**config.mk**
```make
export PLATFORM = sky130hd
export DESIGN_NAME = alu_issue_stage
export DESIGN_NICKNAME = d
export VERILOG_FILES = /design/src/rtl/alu_pkg.sv /design/src/rtl/alu_issue_stage.sv
export SDC_FILE = /design/constraint.sdc
export NUM_CORES = 1
export LEC_CHECK = 0
export ABC_CLOCK_PERIOD_IN_PS = 1700
export BUFFER_PORTS_ARGS = -buffer_cell sky130_fd_sc_hd__clkbuf_2
export CAP_MARGIN = 20
export CORE_MARGIN = 2
export CORE_UTILIZATION = 45
export DETAILED_ROUTE_END_ITERATION = 6
export MAX_ROUTING_LAYER = met4
export PLACE_DENSITY = 0.82
export RECOVER_POWER = 50
export SYNTH_ARGS = -nofsm -noshare
export SYNTH_HDL_FRONTEND = slang
export SYNTH_SLANG_ARGS = --single-unit
export TNS_END_PERCENT = 20
```
**constraint.sdc**
```tcl
create_clock -name clk -period 1.7 [get_ports clk]
set_clock_uncertainty 0.05 [all_clocks]
set_input_delay 0.17 -clock clk [delete_from_list [all_inputs] [get_ports clk]]
set_output_delay 0.17 -clock clk [all_outputs]
set_load 0.1 [all_outputs]
```
**src/rtl/alu_pkg.sv**
```systemverilog
`default_nettype none
// ============================================================================
// Module      : alu_pkg
// Description : Shared definitions for the 4-bit ALU and its issue stage:
//               op encodings, flag bit positions inside the packed flag
//               vector, and the issue-stage state encoding.
// Revision    : 1.0 - initial release
// ============================================================================
package alu_pkg;

    // ALU operation encodings (3-bit select)
    localparam logic [2:0] OP_ADD = 3'd0;
    localparam logic [2:0] OP_SUB = 3'd1;
    localparam logic [2:0] OP_NOT = 3'd2;  // not a
    localparam logic [2:0] OP_AND = 3'd3;
    localparam logic [2:0] OP_OR  = 3'd4;
    localparam logic [2:0] OP_XOR = 3'd5;
    localparam logic [2:0] OP_LT  = 3'd6;
    localparam logic [2:0] OP_EQ  = 3'd7;

    // Bit positions inside the packed flag vector {equal, smaller, overflow, zero, c}
    localparam int FLG_C    = 0;
    localparam int FLG_ZERO = 1;
    localparam int FLG_OVF  = 2;
    localparam int FLG_LT   = 3;
    localparam int FLG_EQ   = 4;
    localparam int FLAGS_W  = 5;

    // Issue-stage states
    typedef enum logic [1:0] {
        ST_IDLE = 2'd0,
        ST_EXEC = 2'd1,
        ST_HOLD = 2'd2
    } state_t;

endpackage : alu_pkg
`default_nettype wire

```
**src/rtl/alu_issue_stage.sv**
```systemverilog
`default_nettype none
// ============================================================================
// Module      : alu_issue_stage
// Description : Sequential front-end for the combinational 4-bit ALU.
//               Accepts one command per valid/ready handshake, registers the
//               operands onto the ALU inputs, captures result and flags one
//               cycle later and holds them until the consumer takes them.
//               Keeps an accumulator (last result) for chained operations and
//               a wrapping count of completed operations.
//
// Ports:
//   clk, rst                 clock, asynchronous active-high reset
//   in_valid/in_ready        command handshake
//   in_sel, in_a, in_b       op select and operands
//   in_use_acc               take operand a from the accumulator
//   alu_sel, alu_a, alu_b    registered ALU inputs
//   alu_result, alu_c, alu_zero, alu_overflow, alu_smaller, alu_equal
//                            ALU outputs
//   out_valid/out_ready      result handshake
//   out_result, out_flags    captured result and {equal,smaller,overflow,zero,c}
//   acc                      accumulator
//   op_count                 completed operations (wraps)
//
// Revision    : 1.0 - initial release
// ============================================================================
module alu_issue_stage
    import alu_pkg::*;
#(
    parameter int WIDTH = 4,
    parameter int CNT_W = 8
) (
    input  logic               clk,
    input  logic               rst,
    // command side
    input  logic               in_valid,
    output logic               in_ready,
    input  logic [2:0]         in_sel,
    input  logic [WIDTH-1:0]   in_a,
    input  logic [WIDTH-1:0]   in_b,
    input  logic               in_use_acc,
    // ALU side
    output logic [2:0]         alu_sel,
    output logic [WIDTH-1:0]   alu_a,
    output logic [WIDTH-1:0]   alu_b,
    input  logic [WIDTH-1:0]   alu_result,
    input  logic               alu_c,
    input  logic               alu_zero,
    input  logic               alu_overflow,
    input  logic               alu_smaller,
    input  logic               alu_equal,
    // result side
    output logic               out_valid,
    input  logic               out_ready,
    output logic [WIDTH-1:0]   out_result,
    output logic [FLAGS_W-1:0] out_flags,
    output logic [WIDTH-1:0]   acc,
    output logic [CNT_W-1:0]   op_count
);

    state_t             r_state;
    state_t             w_state_next;
    logic               w_accept;
    logic               w_capture;
    logic [FLAGS_W-1:0] w_flags;

    // ------------------------------------------------------------------------
    // State register
    // ------------------------------------------------------------------------
    always_ff @(posedge clk or posedge rst) begin
        if (rst) begin
            r_state <= ST_IDLE;
        end else begin
            r_state <= w_state_next;
        end
    end

    // ------------------------------------------------------------------------
    // Next-state and handshake outputs
    // ------------------------------------------------------------------------
    always_comb begin
        w_state_next = r_state;
        in_ready     = 1'b0;
        out_valid    = 1'b0;
        case (r_state)
            ST_IDLE: begin
                in_ready = 1'b1;
                if (in_valid) begin
                    w_state_next = ST_EXEC;
                end
            end
            ST_EXEC: begin
                // ALU inputs settle for this whole cycle; capture at its end
                w_state_next = ST_HOLD;
            end
            ST_HOLD: begin
                out_valid = 1'b1;
                // A new command may ride the same edge that consumes the result
                in_ready  = out_ready;
                if (out_ready) begin
                    w_state_next = in_valid ? ST_EXEC : ST_IDLE;
                end
            end
            default: begin
                w_state_next = ST_IDLE;
            end
        endcase
    end

    assign w_accept  = in_valid && in_ready;
    assign w_capture = (r_state == ST_EXEC);

    always_comb begin
        w_flags          = '0;
        w_flags[FLG_C]    = alu_c;
        w_flags[FLG_ZERO] = alu_zero;
        w_flags[FLG_OVF]  = alu_overflow;
        w_flags[FLG_LT]   = alu_smaller;
        w_flags[FLG_EQ]   = alu_equal;
    end

    // ------------------------------------------------------------------------
    // Operand registers: change only when a command is accepted.
    // When accepting from HOLD, acc already holds the result being consumed,
    // so chaining works back-to-back.
    // ------------------------------------------------------------------------
    always_ff @(posedge clk or posedge rst) begin
        if (rst) begin
            alu_sel <= '0;
            alu_a   <= '0;
            alu_b   <= '0;
        end else if (w_accept) begin
            alu_sel <= in_sel;
            alu_a   <= in_use_acc ? acc : in_a;
            alu_b   <= in_b;
        end
    end

    // ------------------------------------------------------------------------
    // Result capture at the end of EXEC
    // ------------------------------------------------------------------------
    always_ff @(posedge clk or posedge rst) begin
        if (rst) begin
            out_result <= '0;
            out_flags  <= '0;
            acc        <= '0;
            op_count   <= '0;
        end else if (w_capture) begin
            out_result <= alu_result;
            out_flags  <= w_flags;
            acc        <= alu_result;
            op_count   <= op_count + 1'b1;
        end
    end

endmodule : alu_issue_stage
`default_nettype wire

```
# == Word level (Yosys, flattened, before mapping) ==
# Cells that the tools add are included.
# word_totals
memories,0
rom_bits,0
word_cells,22
mem_bits_rw,0
regBits,30
latchBits,0
out_inout_bits,34
input_bits,25
# op_classes
bitwise_logic,0
mul,0
add_sub_neg,1
shifts,0
mux,7
n_div,0
reduce_logical,3
eq_ne,4
magnitude_cmp,0
# ops
op,count
$add A8 B1 Y8 const B,1
$pmux W2 S3,1
$mux W2,2
$mux W4,1
$ne A2 B2 Y1 const B,2
$eq A2 B1 Y1 const B,1
$eq A2 B2 Y1 const B,1
$logic_not A2 Y1,1
$mux W1,2
$pmux W1 S2,1
$reduce_and A2 Y1,1
$logic_and A1 B1 Y1,1

# == Depth between registers and ports, before layout ==
# depth
ltp_word,3
ltp_mapped,4
mapped_depth_nobuf,3

# == Worst setup path before layout ==
# OpenSTA, ideal clock, no wires.
# synth_timing
path_type,flip-flop to flip-flop
start,register r_state[1]
end,register r_state[1]
synth_period_minus_slack_ns,2.190
required_time_ns,1.581
stages_incl_launch_ff,3
slack_ns,-0.490
arrival_time_ns,2.071
setup_ns,0.069
path_cell_list,dfrtp_1 nor2b_1 a21o_1
# synth_between
elab_chain_cells,3
# synth_rtl
item,line_no,source
start: declaration,alu_issue_stage.sv:60,state_t r_state;
start signal: assignment,alu_issue_stage.sv:73,r_state <= w_state_next;
$eq A2 B2 Y1 / $logic_not A2 Y1 (equally long branches),alu_issue_stage.sv:84,case (r_state)
$ne A2 B2 Y1 (no source line),n/a,
$reduce_and A2 Y1 (no source line),n/a,
# Several ways; a longest one is shown, not always the timed one.
# A chain may end at the register's enable or synchronous reset.

# == Worst setup path in the final report ==
# layout_timing
start,register r_state[1]
end,output port out_valid
# layout_between
elab_chain_cells,2
# layout_rtl
item,line_no,source
$eq A2 B2 Y1,alu_issue_stage.sv:84,
$mux W1,alu_issue_stage.sv:84,
end: declaration,alu_issue_stage.sv:52,"output logic out_valid,"
# Every way passes these cells.

==> flow_summary.ini <==
[detailed_routing]
drtIter0Drc = 20
vias = 1045
drc = 0
vias_per_cell = 4.95
firstDrtPassIters = 4
antenna_left = 0
wl_per_cell_microns = 12.9
routed_wl_mm = 2.72

[logic_synthesis]
syn-cell-area_sq_um = 1270
ys_warn_count = 0
synth_top_family_by_area = simple AND/OR/NAND/NOR gates
synth-compound-area-share_pct = 2.57
synth_area_leader_cell = dfrtp_1
synth_fp_nets = 133
yosys.area_share.simple_pct = 14.0
synthXorXnorAreaFrac_pct = 4.84
ys_seq_area_share_pct = 59.2
synthAdderAreaFrac_pct = 0.987
yosys_register_bits = 30
synthMuxAreaShare_pct = 13.3
syn-instance-count = 107
syn_avg_cell_area_sq_um = 11.8
synth.distinct_cells = 17
synth_top_area_share_pct = 59.2
synthTopCellsByArea = dfrtp_1, mux2_2, nand2_1

[setup_path]
cp-end-kind = output port
cp-start-kind = register
cp.required_ps = 1480
path_class = reg -> out
arrival_ps = 1280
critPathMaxFanout = 6
cpMaxStageDelayCell = dfrtp_1
cp_slowest_stage_delay_ps = 450
crit_chain = nor2b_2, buf_4

[die]
rows = 19
fp.dieArea_sq_um = 3260
die_w_microns = 57.1
start_util_pct = 46.8
io_pins = 59
die_h_microns = 57.1
core_sq_um = 2710

[timing]
maxSlewHeadroom_pct = 52.2
worstMarginPinSlew_ps = 717
hold_violations = 0
period_needed_ps = 1500
rsz0062_at_grt = false
setup_viol = 0
fin_ws_ps = 199
maxSlewViolCount = 0
max_freq_mhz = 666
post-route-period-util_pct = 88.3

[placed_design]
portBuffers = 58
detailedPlace.worstSlack_ps = 290
dpl.hpwl_mm = 1.80
globalplace.congestion = 0.802

[cells_and_area]
fin_util_pct = 64.3
fillers = 243
antennaDiodeCount = 0
area_growth_pct = 37.4
drive_gt1_share_pct = 47.2
fin_nets = 205

[clock_tree]
post_cts_buffers = 0
cts_buffers = 5
cts_buffer_depth = 2
cts_sinks = 30
cts_tree = done
clk_pin_slew_ps = 90
cts.htree.levels = 2
clockRootBuffer = clkbuf_4
post_cts_resized = 0
clock_latency_ps = 320

[global_routing]
grt_start_max_net_pins = 31
gr-total-overflow = 0
grt_usage_pct = 19.1
grt_pass1_vias = 981
grt_pass1_wl_mm = 4.44
antenna_found_initial = 0

[run_status]
status = finished clean

[job]
cap_violations = 0

[min_path]
hold_class = in -> reg
[cell families after synthesis]
group                      Yosys count
and+or+nand+nor                     41
adders and majority gates            1
AOI/OAI and AO/OA                    3
muxes                               15
DFF                                 30
buffers and inverters               10
xor gates and xnor gates             7
[flip-flops by register name (all words and copies together) (netlist names)]
name / cells
r_state: 2
alu_sel: 3
op_count: 8
alu_b: 4
out_flags: 5
alu_a: 4
acc: 4
[cells in the mapped netlist]
cell type  number
xnor2_1         7
dfrtp_1        30
nand2_1        33
nand2b_1        1
and3_1          1
nand4_1         3
nor2b_1         2
buf_6           1
ha_1            1
inv_1           3
and4b_1         1
buf_4           5
a21o_1          1
a211oi_4        1
clkbuf_1        1
a21oi_1         1
mux2_2         15
[through the flow]
stage	std cells	area, sq um	hold WS [ps]	TNS, ps
floorplan	107	1270	211	-655
global placement	192	1570	182	0
detailed placement	192	1570	193	0
CTS	210	1730	8.22	0
global route	211	1740	2.54	0
finish	211	1740	27.9	0
[area by class of cell]
cell class | count | area (sq um) | share of cell area, %
multi-input combinational | 67 | 455 | 26.1
clock buffer | 7 | 55.1 | 3.16
clock inverter | 1 | 5.00 | 0.287
timing repair buffer | 72 | 425 | 24.4
sequential | 30 | 751 | 43.1
tap | 31 | 38.8 | 2.23
inverter | 3 | 11.3 | 0.647
[worst max-delay path, delay by kind of cell, from the launching register on]
family	cells	cell delay [ps]
flops	1	450
simple gates	1	210
buf+inv	1	310
[placed cells by master (no fill, tap or decap)]
master          n
nor2b_1         1
dfrtp_1        30
nand2_1        33
clkbuf_2       57
a21o_1          1
xnor2_1         7
a21oi_1         1
nand4_1         3
nand2b_1        1
clkinv_2        1
nor2b_2         1
clkbuf_1        1
a211oi_4        1
ha_1            1
and3_1          1
buf_4           4
clkbuf_8        1
inv_1           3
clkbuf_4        5
mux2_2         15
dlygate4sd3_1  11
and4b_1         1
[layer usage]
| metal | vias to the layer above | routed length, microns | part of all wire, % | GRT usage, % |
|---|---|---|---|---|
| met2 | 52 | 1390 | 51 | 28.9 |
| met5 | - | 0 | 0 | - |
| met3 | 6 | 218 | 8.0 | 7.26 |
| li1 | 489 | - | - | - |
| met1 | 498 | 1070 | 39 | 23.1 |
| met4 | 0 | 49 | 1.8 | 7.97 |
[timing repair]
item | CTS | global route
hold buffers | 10 | 1
setup endpoints to repair | 0 | 0
endpoints found under the hold margin | 39 | 1
[worst paths after layout]
| path | from | to | slack, ps | cells past startpoint |
|---|---|---|---|---|
| max | r_state[1] | out_valid | 200 | 2 |
| max in group asynchronous | rst | op_count[7] | 610 | 4 |
| min | in_b[2] | alu_b[2] | 30 | 2 |
| min reg2reg | op_count[7] | op_count[7] | 420 | 1 |
| max reg2reg | r_state[1] | alu_sel[0] | 290 | 3 |
| min in group asynchronous | rst | alu_a[0] | 530 | 4 |
Power is left out: the tool's default activity adds up to more than one toggle a clock period on the data nets, which glitch-free logic cannot reach.
